==> config.mk <==
export PLATFORM = sky130hd
export DESIGN_NAME = fir_mac_serial_flat
export DESIGN_NICKNAME = d
export VERILOG_FILES = /design/src/rtl/fir_mac_serial_if.sv /design/src/rtl/fir_mac_serial.sv /design/src/flat_wrapper.sv
export SDC_FILE = /design/constraint.sdc
export NUM_CORES = 1
export LEC_CHECK = 0
export ABC_AREA = 1
export ABC_CLOCK_PERIOD_IN_PS = 6300
export BUFFER_PORTS_ARGS = -buffer_cell sky130_fd_sc_hd__buf_2
export CORE_AREA = 2 2 144 146
export DETAILED_ROUTE_END_ITERATION = 10
export DIE_AREA = 0 0 146 148
export GPL_TIMING_DRIVEN = 0
export PLACE_DENSITY = 0.87
export SKIP_CTS_REPAIR_TIMING = 1
export SLEW_MARGIN = 20
export SYNTH_ARGS = -nofsm -noshare
export SYNTH_HDL_FRONTEND = slang
export SYNTH_SLANG_ARGS = --single-unit
export TNS_END_PERCENT = 20
==> constraint.sdc <==
create_clock -name clk -period 6.3 [get_ports clk]
set_clock_uncertainty 0.1 [all_clocks]
set_input_delay 0.945 -clock clk [delete_from_list [all_inputs] [get_ports clk]]
set_output_delay 0.945 -clock clk [all_outputs]
set_load 0.03 [all_outputs]
==> src/rtl/fir_mac_serial_if.sv <==
// Sample, result and coefficient-write signals of fir_mac_serial.
interface fir_mac_serial_if #(
   parameter int unsigned DATA_W = 8,
   parameter int unsigned COEF_W = 8,
   parameter int unsigned AW     = 3,
   parameter int unsigned OUT_W  = 16
);
   logic                     in_valid;
   logic                     in_ready;
   logic signed [DATA_W-1:0] in_data;
   logic                     coef_we;
   logic        [AW-1:0]     coef_addr;
   logic signed [COEF_W-1:0] coef_data;
   logic                     out_valid;
   logic                     out_ready;
   logic signed [OUT_W-1:0]  out_data;
   logic                     busy;

   modport master (output in_valid, in_data, coef_we, coef_addr, coef_data, out_ready,
                   input  in_ready, out_valid, out_data, busy);
   modport slave  (input  in_valid, in_data, coef_we, coef_addr, coef_data, out_ready,
                   output in_ready, out_valid, out_data, busy);
endinterface

==> src/rtl/fir_mac_serial.sv <==
// Time-multiplexed FIR: one multiplier and one accumulator walk TAPS taps per sample,
// then round, shift and saturate the sum into a held, handshaked result.
module fir_mac_serial #(
   parameter int unsigned DATA_W = 8,
   parameter int unsigned COEF_W = 8,
   parameter int unsigned TAPS   = 8,
   parameter int unsigned OUT_W  = 16,
   parameter int unsigned SHIFT  = 0
) (
   input logic             clk,
   input logic             reset,
   fir_mac_serial_if.slave bus
);
   localparam int unsigned AW      = $clog2(TAPS);
   localparam int unsigned PW      = DATA_W + COEF_W;
   localparam int unsigned ACC_W   = PW + AW;
   localparam int unsigned RW      = ACC_W + 1;
   localparam int unsigned RND_POS = (SHIFT == 0) ? 0 : SHIFT - 1;
   localparam logic signed [RW-1:0] RND = (SHIFT == 0) ? RW'(0) : (RW'(1) << RND_POS);

   typedef enum logic [1:0] {S_IDLE, S_MAC, S_OUT} state_t;

   state_t                    state_q, state_d;
   logic signed [DATA_W-1:0]  x_q [TAPS];
   logic signed [DATA_W-1:0]  x_d [TAPS];
   logic signed [COEF_W-1:0]  c_q [TAPS];
   logic signed [COEF_W-1:0]  c_d [TAPS];
   logic signed [ACC_W-1:0]   acc_q, acc_d;
   logic        [AW-1:0]      k_q, k_d;
   logic                      out_valid_q, out_valid_d;
   logic signed [OUT_W-1:0]   out_data_q, out_data_d;

   logic signed [PW-1:0]      prod_c;
   logic signed [ACC_W-1:0]   sum_c;
   logic signed [RW-1:0]      rsum_c;
   logic signed [RW-1:0]      shr_c;
   logic signed [OUT_W-1:0]   sat_c;
   logic                      in_ready_c;
   logic                      accept_c;
   logic                      coef_ok_c;

   // Datapath: product of the current tap, running sum, round-half-up then arithmetic shift
   always_comb begin
      prod_c = PW'(c_q[k_q]) * PW'(x_q[k_q]);
      sum_c  = acc_q + ACC_W'(prod_c);
      rsum_c = RW'(sum_c) + RND;
      shr_c  = rsum_c >>> SHIFT;
   end

   if (OUT_W >= RW) begin : g_wide
      always_comb sat_c = OUT_W'(shr_c);
   end else begin : g_clamp
      localparam logic signed [RW-1:0] MAXV = RW'({1'b0, {(OUT_W-1){1'b1}}});
      localparam logic signed [RW-1:0] MINV = ~MAXV;
      always_comb begin
         if (shr_c > MAXV)      sat_c = OUT_W'(MAXV);
         else if (shr_c < MINV) sat_c = OUT_W'(MINV);
         else                   sat_c = OUT_W'(shr_c);
      end
   end

   always_comb begin
      in_ready_c = !reset && ((state_q == S_IDLE) || ((state_q == S_OUT) && bus.out_ready));
      accept_c   = bus.in_valid && in_ready_c;
      coef_ok_c  = (32'(bus.coef_addr) < TAPS);
   end

   // Next-state and datapath updates
   always_comb begin
      state_d     = state_q;
      x_d         = x_q;
      c_d         = c_q;
      acc_d       = acc_q;
      k_d         = k_q;
      out_valid_d = out_valid_q;
      out_data_d  = out_data_q;

      case (state_q)
         S_MAC: begin
            acc_d = sum_c;
            k_d   = k_q + AW'(1);
            if (k_q == AW'(TAPS - 1)) begin
               out_data_d  = sat_c;
               out_valid_d = 1'b1;
               state_d     = S_OUT;
            end
         end
         S_OUT: begin
            if (bus.out_ready) begin
               out_valid_d = 1'b0;
               state_d     = S_IDLE;
            end
         end
         default: ;
      endcase

      // Acceptance is possible from IDLE or on the OUT handshake edge
      if (accept_c) begin
         x_d[0] = bus.in_data;
         for (int unsigned i = 1; i < TAPS; i++) x_d[i] = x_q[i-1];
         acc_d   = '0;
         k_d     = '0;
         state_d = S_MAC;
      end

      // Bank is frozen during MAC so a convolution never mixes coefficient sets
      if (bus.coef_we && coef_ok_c && (state_q != S_MAC)) c_d[bus.coef_addr] = bus.coef_data;
   end

   always_ff @(posedge clk or posedge reset) begin
      if (reset) begin
         state_q     <= S_IDLE;
         acc_q       <= '0;
         k_q         <= '0;
         out_valid_q <= 1'b0;
         out_data_q  <= '0;
         for (int unsigned i = 0; i < TAPS; i++) begin
            x_q[i] <= '0;
            c_q[i] <= (i == 0) ? COEF_W'(1) : '0;
         end
      end else begin
         state_q     <= state_d;
         acc_q       <= acc_d;
         k_q         <= k_d;
         out_valid_q <= out_valid_d;
         out_data_q  <= out_data_d;
         for (int unsigned i = 0; i < TAPS; i++) begin
            x_q[i] <= x_d[i];
            c_q[i] <= c_d[i];
         end
      end
   end

   assign bus.in_ready  = in_ready_c;
   assign bus.out_valid = out_valid_q;
   assign bus.out_data  = out_data_q;
   assign bus.busy      = (state_q == S_MAC);
endmodule

==> src/flat_wrapper.sv <==
// flat-port wrapper written by rule: the top's interface ports become plain ports
module fir_mac_serial_flat 
#(
   parameter int unsigned DATA_W = 8,
   parameter int unsigned COEF_W = 8,
   parameter int unsigned TAPS   = 8,
   parameter int unsigned OUT_W  = 16,
   parameter int unsigned SHIFT  = 0
)
  (clk, reset, bus_in_valid, bus_in_data, bus_coef_we, bus_coef_addr, bus_coef_data, bus_out_ready, bus_in_ready, bus_out_valid, bus_out_data, bus_busy);
  fir_mac_serial_if #(.DATA_W(DATA_W), .COEF_W(COEF_W), .AW(3), .OUT_W(OUT_W)) bus_i ();
  input logic clk;
  input logic reset;
  input wire logic [$bits(bus_i.in_valid)-1:0] bus_in_valid;
  input wire logic [$bits(bus_i.in_data)-1:0] bus_in_data;
  input wire logic [$bits(bus_i.coef_we)-1:0] bus_coef_we;
  input wire logic [$bits(bus_i.coef_addr)-1:0] bus_coef_addr;
  input wire logic [$bits(bus_i.coef_data)-1:0] bus_coef_data;
  input wire logic [$bits(bus_i.out_ready)-1:0] bus_out_ready;
  output wire logic [$bits(bus_i.in_ready)-1:0] bus_in_ready;
  output wire logic [$bits(bus_i.out_valid)-1:0] bus_out_valid;
  output wire logic [$bits(bus_i.out_data)-1:0] bus_out_data;
  output wire logic [$bits(bus_i.busy)-1:0] bus_busy;
  assign bus_i.in_valid = bus_in_valid;
  assign bus_i.in_data = bus_in_data;
  assign bus_i.coef_we = bus_coef_we;
  assign bus_i.coef_addr = bus_coef_addr;
  assign bus_i.coef_data = bus_coef_data;
  assign bus_i.out_ready = bus_out_ready;
  assign bus_in_ready = bus_i.in_ready;
  assign bus_out_valid = bus_i.out_valid;
  assign bus_out_data = bus_i.out_data;
  assign bus_busy = bus_i.busy;
  fir_mac_serial #(.DATA_W(DATA_W), .COEF_W(COEF_W), .TAPS(TAPS), .OUT_W(OUT_W), .SHIFT(SHIFT)) u_core (.clk(clk), .reset(reset), .bus(bus_i));
endmodule
==> flow_metrics.env <==
export IMPL_clkLatencyLatePin_ns=0.46
export IMPL_grt_pass1_wl_um=48800
export IMPL_hp_class="reg2reg"
export IMPL_cts_tree="built"
export IMPL_async_flop_share=1.00
export IMPL_dp_slack_ns=-0.820
export IMPL_final_common_cell="nand2_1"
export IMPL_critical_path_max_stage_delay_ns=0.57
export IMPL_die_x_um=146
export IMPL_ys_ff_latch=169
export IMPL_start_util=0.559
export IMPL_drtIter0Drc=1388
export IMPL_r2r_start="u_core.k_q[1]"
export IMPL_hpwl_um=20900
export IMPL_crit_path_start="u_core.k_q[1]"
export IMPL_max_cap_violations=0
export IMPL_cts_sinks=169
export IMPL_routed_via_count=10286
export IMPL_cp_end_kind="flip-flop"
export IMPL_arrival_ns=6.71
export IMPL_synth_warnings=0
export IMPL_period_share=1.03
export IMPL_synth_edf_count=0
export IMPL_htree_levels=4
export IMPL_drc_errors=0
export IMPL_syn_cell_area_um2=11200
export IMPL_placed_cells=1659
export IMPL_max_freq_mhz=154
export IMPL_violations="negative setup slack"
export IMPL_n_antenna_cell=0
export IMPL_outcome="finished with violations"
export IMPL_wl_per_cell_um=19.4
export IMPL_synth_fp_nets=1503
export IMPL_cts_root_buffer="clkbuf_16"
export IMPL_grt_usage=0.284
export IMPL_drtAntennaViolNets=0
export IMPL_ys_seq_area_frac=0.378
export IMPL_path_clk_slew_ns=0.08
export IMPL_postRouteWirelength_um=33400
export IMPL_ys_types=38
export IMPL_core_area_um2=20000
export IMPL_hold_viol=0
export IMPL_avgSynthCellArea_um2=8.32
export IMPL_grt_use_met2=0.453
export IMPL_cts_buffers_inserted=17
export IMPL_first_pass_iters=9
export IMPL_slowest_stage="fa_2"
export IMPL_num_rows=52
export IMPL_required_ns=6.53
export IMPL_grt_max_degree=98
export IMPL_first_global_vias=9788
export IMPL_setup_ws_ns=-0.186
export IMPL_relSlewSlack=0.559
export IMPL_layout_drive_gt1_share=0.156
export IMPL_place_gp_congestion=0.926
export IMPL_grtUsageMet1=0.373
export IMPL_cts_path_max_buffers=2
export IMPL_grt_overflow=0
export IMPL_setup_viol_count_final=16
export IMPL_critPathLaunchType="flip-flop"
export IMPL_tightest_slew_ns=0.662
export IMPL_stdcell_count=1722
export IMPL_vias_per_cell=5.97
export IMPL_fp_dieH_um=148
export IMPL_path_max_fanout=10
export IMPL_crit_path_frequent_cell="nand2_1"
export IMPL_synth_ff_type="dfrtp_1"
export IMPL_path_class="reg2reg"
export IMPL_slew_viol_final=0
export IMPL_io_buffers=42
export IMPL_ioPinCount=43
export IMPL_grtUsageMet3=0.0651
export IMPL_area_growth_pct=16.6
export IMPL_busiest_layer="met2"
export IMPL_die_area_um2=21600
export IMPL_r2r_end="u_core.bus.out_data[10]"
export IMPL_final_cell_mix="nand2_1 (274), inv_1 (207), o21ai_0 (193)"
export IMPL_fin_crit_ns=6.49
export IMPL_antenna_found_initial=0
export IMPL_synthCells=1346
export IMPL_reg2reg_depth=28
export IMPL_num_nets_final=1596
export IMPL_reg2reg_setup_slack_ns=-0.19
export IMPL_endpoint="u_core.bus.out_data[10]"
-- state kept, by name, indices dropped and copies added, names as in the netlist --
signal                count
u_core.x_q               64
u_core.state_q            2
u_core.c_q               64
u_core.acc_q             19
u_core.bus.out_valid      1
u_core.k_q                3
u_core.bus.out_data      16
-- cells in the mapped netlist (2+ instances only) --
library cell / number / area, µm²
nand2_4: 2 / 22.5
o22ai_1: 13 / 81.3
or2_1: 2 / 12.5
nand2_1: 279 / 1050
xor2_1: 9 / 78.8
a22o_1: 8 / 70.1
inv_2: 5 / 18.8
nor3_2: 3 / 30.0
nand3_4: 2 / 35.0
o21ai_0: 202 / 1010
nand3_2: 2 / 20.0
buf_2: 14 / 70.1
dfrtp_1: 168 / 4200
buf_1: 4 / 15.0
nand2_2: 9 / 56.3
inv_1: 219 / 822
buf_4: 6 / 45.0
a21oi_4: 2 / 32.5
fa_1: 84 / 1680
o21ai_1: 10 / 50.1
xnor2_1: 4 / 35.0
nor2_1: 112 / 420
ha_1: 49 / 613
clkbuf_1: 23 / 86.3
nand3_1: 26 / 130
nand4_1: 6 / 37.5
o21ai_2: 5 / 43.8
a21oi_1: 68 / 340
-- area by class of cell --
cell class	instances	area, µm²
sequential	169	4230
multi-input combinational	905	6230
inverter	225	857
clock inverter	15	225
fill	1495	6980
buffer	48	278
tap	270	338
timing repair buffer	73	470
clock buffer	17	425
-- critical path: cells and delay by family, from the launching register on --
| family | cells | cell delay (ns) |
|---|---|---|
| AO/OA/AOI/OAI | 6 | 0.84 |
| adder cells (fa/ha/maj) | 6 | 2.80 |
| buffers and inverters | 7 | 0.96 |
| flip-flops | 1 | 0.44 |
| AND/OR/NAND/NOR | 9 | 1.20 |
-- how the worst min path moves through the flow --
stage                                     from              endpoint  depth (start not counted)
after floorplan                 u_core.c_q[10]        u_core.c_q[10]                          2
after global placement    u_core.bus.out_valid  u_core.bus.out_valid                          2
after detailed placement  u_core.bus.out_valid  u_core.bus.out_valid                          2
after CTS                 u_core.bus.out_valid  u_core.bus.out_valid                          2
after global routing            u_core.c_q[27]        u_core.c_q[27]                          2
final                     u_core.bus.out_valid  u_core.bus.out_valid                          2
-- per-layer routing --
metal | share of wire | wire, µm
met2 | 0.46 | 15300
met1 | 0.37 | 12200
met4 | 0.070 | 2330
met3 | 0.11 | 3540
met5 | 0 | 0
-- logic make-up after synthesis --
kind of cell / Yosys count / synth area share
and+or+nand+nor: 446 / 0.163
AOI/OAI and AO/OA: 312 / 0.148
buffers and inverters: 273 / 0.0952
DFF: 169 / 0.378
adders and majority gates: 133 / 0.205
xor gates and xnor gates: 13 / 0.0102
-- per-stage QoR --
stage                     utilization  setup TNS, ns  area [µm²]  hold slack [ns]
after floorplan                     -              0       11200            0.348
after global placement          0.586        -207.53       11700            0.353
after detailed placement        0.588         -15.73       11800            0.364
after CTS                       0.620         -20.19       12400            0.382
after global routing            0.651          -4.67       13100            0.407
final                           0.651          -2.22       13100            0.376
Power is left out: the tool's default activity adds up to more than one toggle a clock period on the data nets, which glitch-free logic cannot reach.
